### src/rtl/alu_pkg.sv
// Shared ALU definitions: FSM state encoding and default operand geometry.
package alu_pkg;

  localparam int unsigned DefaultWidth = 32;
  localparam int unsigned DefaultLanes = 2;

  // 2'd3 is unused; the FSM recovers from it to StIdle.
  typedef enum logic [1:0] {
    StIdle = 2'd0,
    StRun  = 2'd1,
    StDone = 2'd2
  } state_e;

endpackage

### src/rtl/and_chunk_reduce.sv
// Combinational AND-reduction of one LANES-wide operand chunk.
module and_chunk_reduce #(
  parameter int unsigned LANES = 2
) (
  input  logic [LANES-1:0] a_chunk,
  input  logic [LANES-1:0] b_chunk,
  output logic             chunk_ok
);

  assign chunk_ok = &(a_chunk & b_chunk);

endmodule

### src/rtl/and_reduce_serial.sv
// Bit-serial y = &(a & b), LANES bit-pairs per cycle, LSB chunk first,
// stopping at the first chunk that contains a zero pair.
module and_reduce_serial
  import alu_pkg::*;
#(
  parameter int unsigned WIDTH = DefaultWidth,
  parameter int unsigned LANES = DefaultLanes,
  localparam int unsigned N    = WIDTH / LANES,
  localparam int unsigned CW   = $clog2(N + 1)
) (
  input  logic             clk,
  input  logic             rst,
  input  logic             in_valid,
  output logic             in_ready,
  input  logic [WIDTH-1:0] a,
  input  logic [WIDTH-1:0] b,
  output logic             out_valid,
  input  logic             out_ready,
  output logic             y,
  output logic [CW-1:0]    cycles
);

  localparam int unsigned IW = (N > 1) ? $clog2(N) : 1;

  state_e           state_q, state_d;
  logic [IW-1:0]    idx_q, idx_d;
  logic [WIDTH-1:0] a_q, a_d;
  logic [WIDTH-1:0] b_q, b_d;
  logic             y_q, y_d;
  logic [CW-1:0]    cycles_q, cycles_d;
  logic             chunk_ok;

  and_chunk_reduce #(
    .LANES (LANES)
  ) u_chunk (
    .a_chunk  (a_q[LANES*idx_q +: LANES]),
    .b_chunk  (b_q[LANES*idx_q +: LANES]),
    .chunk_ok (chunk_ok)
  );

  always_comb begin
    state_d  = state_q;
    idx_d    = idx_q;
    a_d      = a_q;
    b_d      = b_q;
    y_d      = y_q;
    cycles_d = cycles_q;
    case (state_q)
      StIdle: begin
        if (in_valid) begin
          a_d     = a;
          b_d     = b;
          idx_d   = '0;
          state_d = StRun;
        end
      end
      StRun: begin
        if (!chunk_ok) begin
          y_d      = 1'b0;
          cycles_d = CW'(idx_q) + CW'(1);
          state_d  = StDone;
        end else if (idx_q == IW'(N - 1)) begin
          // Last chunk checked before any increment, so idx never wraps.
          y_d      = 1'b1;
          cycles_d = CW'(N);
          state_d  = StDone;
        end else begin
          idx_d = idx_q + IW'(1);
        end
      end
      StDone: begin
        if (out_ready) begin
          state_d = StIdle;
        end
      end
      default: state_d = StIdle;
    endcase
  end

  always_ff @(posedge clk) begin
    if (rst) begin
      state_q  <= StIdle;
      idx_q    <= '0;
      a_q      <= '0;
      b_q      <= '0;
      y_q      <= 1'b0;
      cycles_q <= '0;
    end else begin
      state_q  <= state_d;
      idx_q    <= idx_d;
      a_q      <= a_d;
      b_q      <= b_d;
      y_q      <= y_d;
      cycles_q <= cycles_d;
    end
  end

  assign in_ready  = (state_q == StIdle);
  assign out_valid = (state_q == StDone);
  assign y         = y_q;
  assign cycles    = cycles_q;

endmodule

### config.mk
export PLATFORM = sky130hd
export DESIGN_NAME = and_reduce_serial
export DESIGN_NICKNAME = d
export VERILOG_FILES = /design/src/rtl/alu_pkg.sv /design/src/rtl/and_chunk_reduce.sv /design/src/rtl/and_reduce_serial.sv
export SDC_FILE = /design/constraint.sdc
export NUM_CORES = 1
export LEC_CHECK = 0
export ABC_AREA = 1
export BUFFER_PORTS_ARGS = -buffer_cell sky130_fd_sc_hd__clkbuf_2
export CAP_MARGIN = 20
export CORE_MARGIN = 2
export CORE_UTILIZATION = 40
export DETAILED_ROUTE_END_ITERATION = 16
export SLEW_MARGIN = 15
export SYNTH_ARGS = -nofsm -noshare
export SYNTH_HDL_FRONTEND = slang
export SYNTH_HIERARCHICAL = 1
export SYNTH_SLANG_ARGS = --single-unit
### constraint.sdc
create_clock -name clk -period 3 [get_ports clk]
set_input_delay 0.3 -clock clk [delete_from_list [all_inputs] [get_ports clk]]
set_output_delay 0.3 -clock clk [all_outputs]
set_load 0.01 [all_outputs]
==> metrics.md, run 1 <==
| Metric | Value |
|---|---|
| Critical Path Most Common Cell | nand2_1 |
| CTS HTree Levels | 3 |
| Async set or reset register ratio after synthesis | 0% |
| Max Clock Skew | 0.00736 ns |
| Final hold vios | 0 |
| Hold_sp | b[26] |
| Nets | 631 |
| # setup viols final | 0 |
| Area contributors post-synth | dfxtp_1, nor2_1, o21ai_0, nand2_1, a21oi_1 |
| Pre-antenna DRT Iters | 4 |
| Cells along the critical path | buf_4 -> nand2_1 -> nand2_1 -> a21oi_1 -> nor2_1 -> nand2_1 -> nand2_1 -> nand2_1 -> nor2_1 -> nand2_1 -> nand2_2 -> nand2_2 -> nand2_1 -> nand2_1 -> nor2_1 |
| Crit Path Class | flop to flop |
| Max cap viols | 0 |
| PwrDens | 654 nW/µm² |
| Ys Warns | 6 |
| Core area | 8220 µm² |
| Mapped Area | 3390 µm² |
| Synth Net Count | 572 |
| Initial antenna violation count | 0 |
| Vias | 3198 |
| Post-synth EDFFs | 0 |
| Max-slew headroom | 42.7% |
| CTS hold repair buffers | 0 |
| Layout cells sized above 1 | 18.6% |
| Internal power | 1740 µW |
| Critical path's largest stage delay | 0.38 ns |
| DR WL/cell | 11.9 µm |
| Net Sw Power | 826 µW |
| Top cells by instance count after synthesis | nor2_1, nand2_1, dfxtp_1, o21ai_0, a21oi_1 |
| Io pins | 76 |
| CP Data Required Time | 3.29 ns |
| DRT met1 WL | 3.84 mm |
| Synth top area share | 44.9% |
| Worst EP arrival | 2.51 ns |
| CTS tree | done |
| Netlist cell types | 21 |
| Met3 WL | 348 µm |
| Hpwl dp | 5.59 mm |
| RSZ-0062 raised after global routing | false |
| Die area | 9220 µm² |
| Area delta synth->final | 16.1% |
| Slew of the pin with the lowest slew margin | 0.860 ns |
| Sequential power share | 47.0% |
| PortBufs | 75 |
| Die Wd | 96 µm |
| CTS root buf | clkbuf_8 |
| Crit path time final | 2.22 ns |
| CP startpoint | idx_q[0]$_SDFFE_PP0P_ |
| Max stage delay cell, worst path | buf_4 |
| Area leader, netlist | dfxtp_1 |
| Setup Buffers After CTS | 0 |
| Leakage | 0.00175 µW |
| Worst Reg-to-Reg Cells | 15 |
| Internal reg-to-reg setup slack | 0.78 ns |
| Most frequent cell after synthesis | nor2_1 |
| Row Count | 33 |
| Clock Pin Slew Worst Setup and Hold Paths | 0.08 ns |
| Period utilization | 74.0% |
| Routed WL | 7.95 mm |
| Post-Syn Instances | 503 |
| CTS resizes | 0 |
| Fillers | 891 |
| RePlAce Congestion | 0.825 |
| Hold worst-path end | b_q[26]$_SDFFE_PP0P_ |
| Run status | finished, final reports clean |
| Worst-path fanout max | 44 |
| Starting Density | 41.2% |
| Combinational power share | 23.0% |
| Seq/Total Area, Yosys | 44.9% |
| Worst reg2reg endpoint | idx_q[2]$_SDFFE_PP0P_ |
| Post-synth top flop | dfxtp_1 |
| Sink Count | 76 |
| Vias in the first global route | 2943 |
| Placed cell area | 3740 µm² |
| Vias/cell | 4.77 |
| Die height | 96 µm |
| Antenna Cells | 0 |
| Syn avg cell area | 6.73 µm² |
| WL met2 | 3.65 mm |
| Highest Signal Layer | met4 |
| Post-DRT Antenna Nets | 0 |
| DR DRC count | 0 |
| Grt ovf | 0 |
| CP Capture Type | flop |
| Largest net degree at the start of global routing | 70 |
| Setup tns final | 0 ns |
| CTS Buffer Depth | 2 |
| Final instance area | 3930 µm² |
| Reg2reg start | idx_q[0]$_SDFFE_PP0P_ |
| Fmax | 450 MHz |
| WHS Path Cells | 3 |
| Max IR drop VDD | 0.000280 V |
| DR iter-0 viols | 90 |
| Critical Path Start Type | flop |
| Clock Power Share | 30.0% |
| Tightest Hold Check Type | input port to flop |
| Total GRT Usage | 18.7% |
| Slew Limit Fails | 0 |
| Switching share of total power | 32.1% |
| Clock Latency Late Sink | 0.35 ns |
| Wire length of the first global-routing pass | 13.4 mm |
| Cts bufs inserted | 9 |
| Synth Register Bits | 76 |
[logic make-up after synthesis]
group	share of synthesized area (%)
AND/OR/NAND/NOR	31.2
adder cells (fa/ha/maj)	0.369
buffers and inverters	7.54
flip-flops	44.9
AO/OA/AOI/OAI	15.7
XOR/XNOR	0.259
[layout make-up]
type | count | area [µm²] | share of cell area, %
Tap cell | 105 | 131 | 3.34
Clock buffer | 11 | 141 | 3.60
Timing Repair Buffer | 78 | 398 | 10.1
Sequential cell | 76 | 1520 | 38.7
Multi-Input combinational cell | 376 | 1610 | 40.9
Clock inverter | 4 | 50.0 | 1.27
Inverter | 21 | 78.8 | 2.01
[state kept, by name, summed over array words and instances, names as in the netlist]
register  cells
a_q          32
b_q          32
cycles        5
idx_q         4
state_q       2
y             1
[layout by cell type (no fill, tap or decap), drive strengths merged]
master	count
bufinv	1
dfxtp	76
clkbuf	86
a21oi	25
nand4	1
nand3	21
ha	1
o21ai	81
buf	3
inv	21
or2	1
clkinv	1
nand2	94
clkinvlp	2
xnor2	1
nor2	151
[worst max path at each step]
stage,cells after the start,to,slack (ns)
finish,15,idx_q[2]$_SDFFE_PP0P_,0.78
global route,15,idx_q[2]$_SDFFE_PP0P_,0.45
CTS,15,idx_q[2]$_SDFFE_PP0P_,0.77
detailed placement,14,idx_q[3]$_SDFFE_PP0P_,0.79
global placement,15,idx_q[0]$_SDFFE_PP0P_,0.87
floorplan,15,idx_q[3]$_SDFFE_PP0P_,1.20
[routing by layer]
layer / GRT usage, % / up-vias
met1: 24.4 / 1408
met4: 6.67 / 0
met3: 4.07 / 12
met5: 0 / -
met2: 30.4 / 61
li1: - / 1717
[worst max-delay path: cells and delay by family (launching register included)]
family          cells  cell delay [ns]
flops               1             0.35
buf+inv             1             0.38
compound gates      1             0.04
simple gates       13             1.39
[power groups by stage]
stage / registers, µW / clock network (µW) / logic [µW]
after floorplan: 1210 / 0 / 479
after global placement: 1230 / 0 / 588
after detailed placement: 1230 / 0 / 599
after CTS: 1210 / 785 / 601
after global routing: 1220 / 832 / 695
final: 1210 / 771 / 590
[stage by stage]
| step | hold slack [ns] | instances | utilization [%] | total power [µW] | setup WS, ns |
|---|---|---|---|---|---|
| CTS | 0.188 | 671 | 47.8 | 2590 | 0.772 |
| global route | 0.191 | 671 | 47.8 | 2750 | 0.446 |
| finish | 0.193 | 671 | 47.8 | 2570 | 0.779 |
| floorplan | 0.424 | 503 | - | 1690 | 1.20 |
| detailed placement | 0.450 | 656 | 45.5 | 1830 | 0.795 |
| global placement | 0.443 | 656 | 45.5 | 1820 | 0.874 |
Note: power is estimated with default switching activity, not from simulation.
==> run 2, diff against run 1 <==
==> constraint.sdc (replaced) <==
create_clock -name clk -period 1.95 [get_ports clk]
set_input_delay 0.195 -clock clk [delete_from_list [all_inputs] [get_ports clk]]
set_output_delay 0.195 -clock clk [all_outputs]
set_load 0.01 [all_outputs]
==> metrics.md, run 2 (synthesis gave the netlist of run 1 again) <==
| Metric | Value |
|---|---|
| Run status | finished, final reports clean |
| Clock Pin Slew Worst Setup and Hold Paths | 0.08 ns (about the same) |
| Row Count | 33 (unchanged) |
| Worst-path fanout max | 13 (-70%) |
| Busiest metal layer after global routing | met2 |
| Die Wd | 96 µm (unchanged) |
| # setup viols final | 0 (unchanged) |
| CP Capture Type | flop |
| Period utilization | 94.5% (+20 points) |
| Core area | 8220 µm² (unchanged) |
| DR DRC count | 0 (unchanged) |
| Tightest Hold Check Type | input port to flop |
| CTS Buffer Depth | 2 (unchanged) |
| Slew of the pin with the lowest slew margin | 0.489 ns (-0.371 ns) |
| Final instance area | 4250 µm² (+8.1%) |
| Clock Latency Late Sink | 0.35 ns (about the same) |
| Vias | 3350 (+4.8%) |
| Pre-antenna DRT Iters | 4 (unchanged) |
| CTS tree | done |
| Cts bufs inserted | 9 (unchanged) |
| Crit Path Class | flop to flop |
| Post-DRT Antenna Nets | 0 (unchanged) |
| Placed cell area | 3860 µm² (+3.2%) |
| PortBufs | 75 (unchanged) |
| CTS HTree Levels | 3 (unchanged) |
| Max cap viols | 0 (unchanged) |
| Slew Limit Fails | 0 (unchanged) |
| Antenna Cells | 0 (unchanged) |
| Largest net degree at the start of global routing | 37 (-47%) |
| Max-slew headroom | 67.3% (+25 points) |
| DR iter-0 viols | 128 (+42%) |
| Crit path time final | 1.84 ns (-0.378 ns) |
| PwrDens | 1020 nW/µm² (+56%) |
| Fmax | 543 MHz (+21%) |
| Layout cells sized above 1 | 22.2% (+3.7 points) |
| Final hold vios | 0 (unchanged) |
| Fillers | 890 (-0.11%) |
| Critical Path Start Type | flop |
| Area delta synth->final | 25.5% |
| Most frequent cells in the layout | nor2_1, nand2_1, clkbuf_2, dfxtp_1, o21ai_0 |
| Grt met2 use | 30.9% (+0.46 points) |
| Vias/cell | 4.86 (+1.9%) |
| Most common cell after layout, fill and taps aside | nor2_1 |
| RePlAce Congestion | 0.815 (-1.2%) |
| Leakage | 0.00191 µW (+9.1%) |
| Wire length of the first global-routing pass | 13.7 mm (+2.1%) |
| DR WL/cell | 12.6 µm (+6.7%) |
| Grt met1 use | 24.6% (+0.27 points) |
| Hpwl dp | 5.99 mm (+7.2%) |
| Routed WL | 8.73 mm (+9.7%) |
| Worst EP arrival | 2.13 ns (-0.38 ns) |
| Grt ovf | 0 (unchanged) |
| Max Clock Skew | 0.00987 ns (+0.00251 ns) |
| Die area | 9220 µm² (unchanged) |
| Setup tns final | 0 ns (unchanged) |
| CTS root buf | clkbuf_8 |
| Die height | 96 µm (unchanged) |
| M3 GR Usage | 3.21% (-0.86 points) |
| Max IR drop VDD | 0.000430 V (+53%) |
| Nets | 649 (+2.9%) |
| Sink Count | 76 (unchanged) |
| Vias in the first global route | 3089 (+5.0%) |
| Io pins | 76 (unchanged) |
| Starting Density | 41.2% (unchanged) |
| Total GRT Usage | 19.1% (+0.38 points) |
| CP Data Required Time | 2.23 ns (-1.06 ns) |
| Initial antenna violation count | 0 (unchanged) |
## run 2: changes by cell type in the layout (fill, tap and decap cells not counted), moves of 3 or more
cell / before / now
o21ai_1: 5 / 11
buf_12: 0 / 3
clkbuf_16: 0 / 4
buf_4: 3 / 9
o21ai_0: 76 / 70
## run 2: path summary, 6_finish.rpt
| path | to | depth (start not counted) | slack [ns] | startpoint |
|---|---|---|---|---|
| worst max-delay path | cycles[2]$_SDFFE_PP0P_ | 14 | 0.11 | idx_q[0]$_SDFFE_PP0P_ |
| worst min-delay path | b_q[21]$_SDFFE_PP0P_ | 3 | 0.09 | b[21] |
| worst max register to register | cycles[2]$_SDFFE_PP0P_ | 14 | 0.11 | idx_q[0]$_SDFFE_PP0P_ |
| worst min register to register | y$_SDFFE_PP0P_ | 2 | 0.46 | y$_SDFFE_PP0P_ |
## run 2: routing by layer
metal  vias up  routed length [µm]
met1      1491                4070
met2        90                4020
met4         0                 131
met3        11                 509
li1       1758                   -
met5         -                   0
## run 2: through the flow
step	hold WS, ns	utilization [%]	cells	setup WS (ns)	power [µW]
6_report	0.0930	51.7	690	0.107	4330
5_1_grt	0.110	51.7	690	-0.0324	4600
4_1_cts	0.0835	49.6	683	0.0797	4210
3_5_place_dp	0.444	47.0	667	0.117	2900
3_3_place_gp	0.438	47.0	667	0.179	2880
2_1_floorplan	0.359	-	503	0.155	2600
## run 2: where the power goes
group	total [µW]	internal [µW]	leakage (µW)	switching (µW)
registers	1870	1750	0.000630	126
clock network	1320	750	0.000113	571
logic	1140	485	0.00116	656
## run 2: final cells by class
type | instances | area, µm² | area share [%]
repair buffers | 96 | 661 | 15.6
clock inverters | 5 | 75.1 | 1.77
flip-flops and latches | 76 | 1530 | 35.9
multi-input cells | 376 | 1630 | 38.3
inverters | 21 | 86.3 | 2.03
clock buffers | 11 | 141 | 3.33
well taps | 105 | 131 | 3.09
## run 2: critical path, stage by stage (launching register included)
cell and delay, ns:
dfxtp_4 0.46, clkbuf_16 0.20, nand2_1 0.06, nand2_1 0.07, a21oi_1 0.04, nor2_1 0.12, nand2_1 0.07, nand2_1 0.07
nand2_1 0.06, nor2_2 0.13, nand2_1 0.08, nand2_2 0.10, buf_6 0.13, nand2_1 0.06, a21oi_2 0.13
## run 2: what timing repair did
| action | CTS | global route |
|---|---|---|
| setup buffers | 0 | 2 |
| resized for setup | 0 | 23 |
| hold buffers | 0 | 0 |
| endpoints found under the setup margin | 0 | 11 |
| hold endpoints to repair | 0 | 0 |
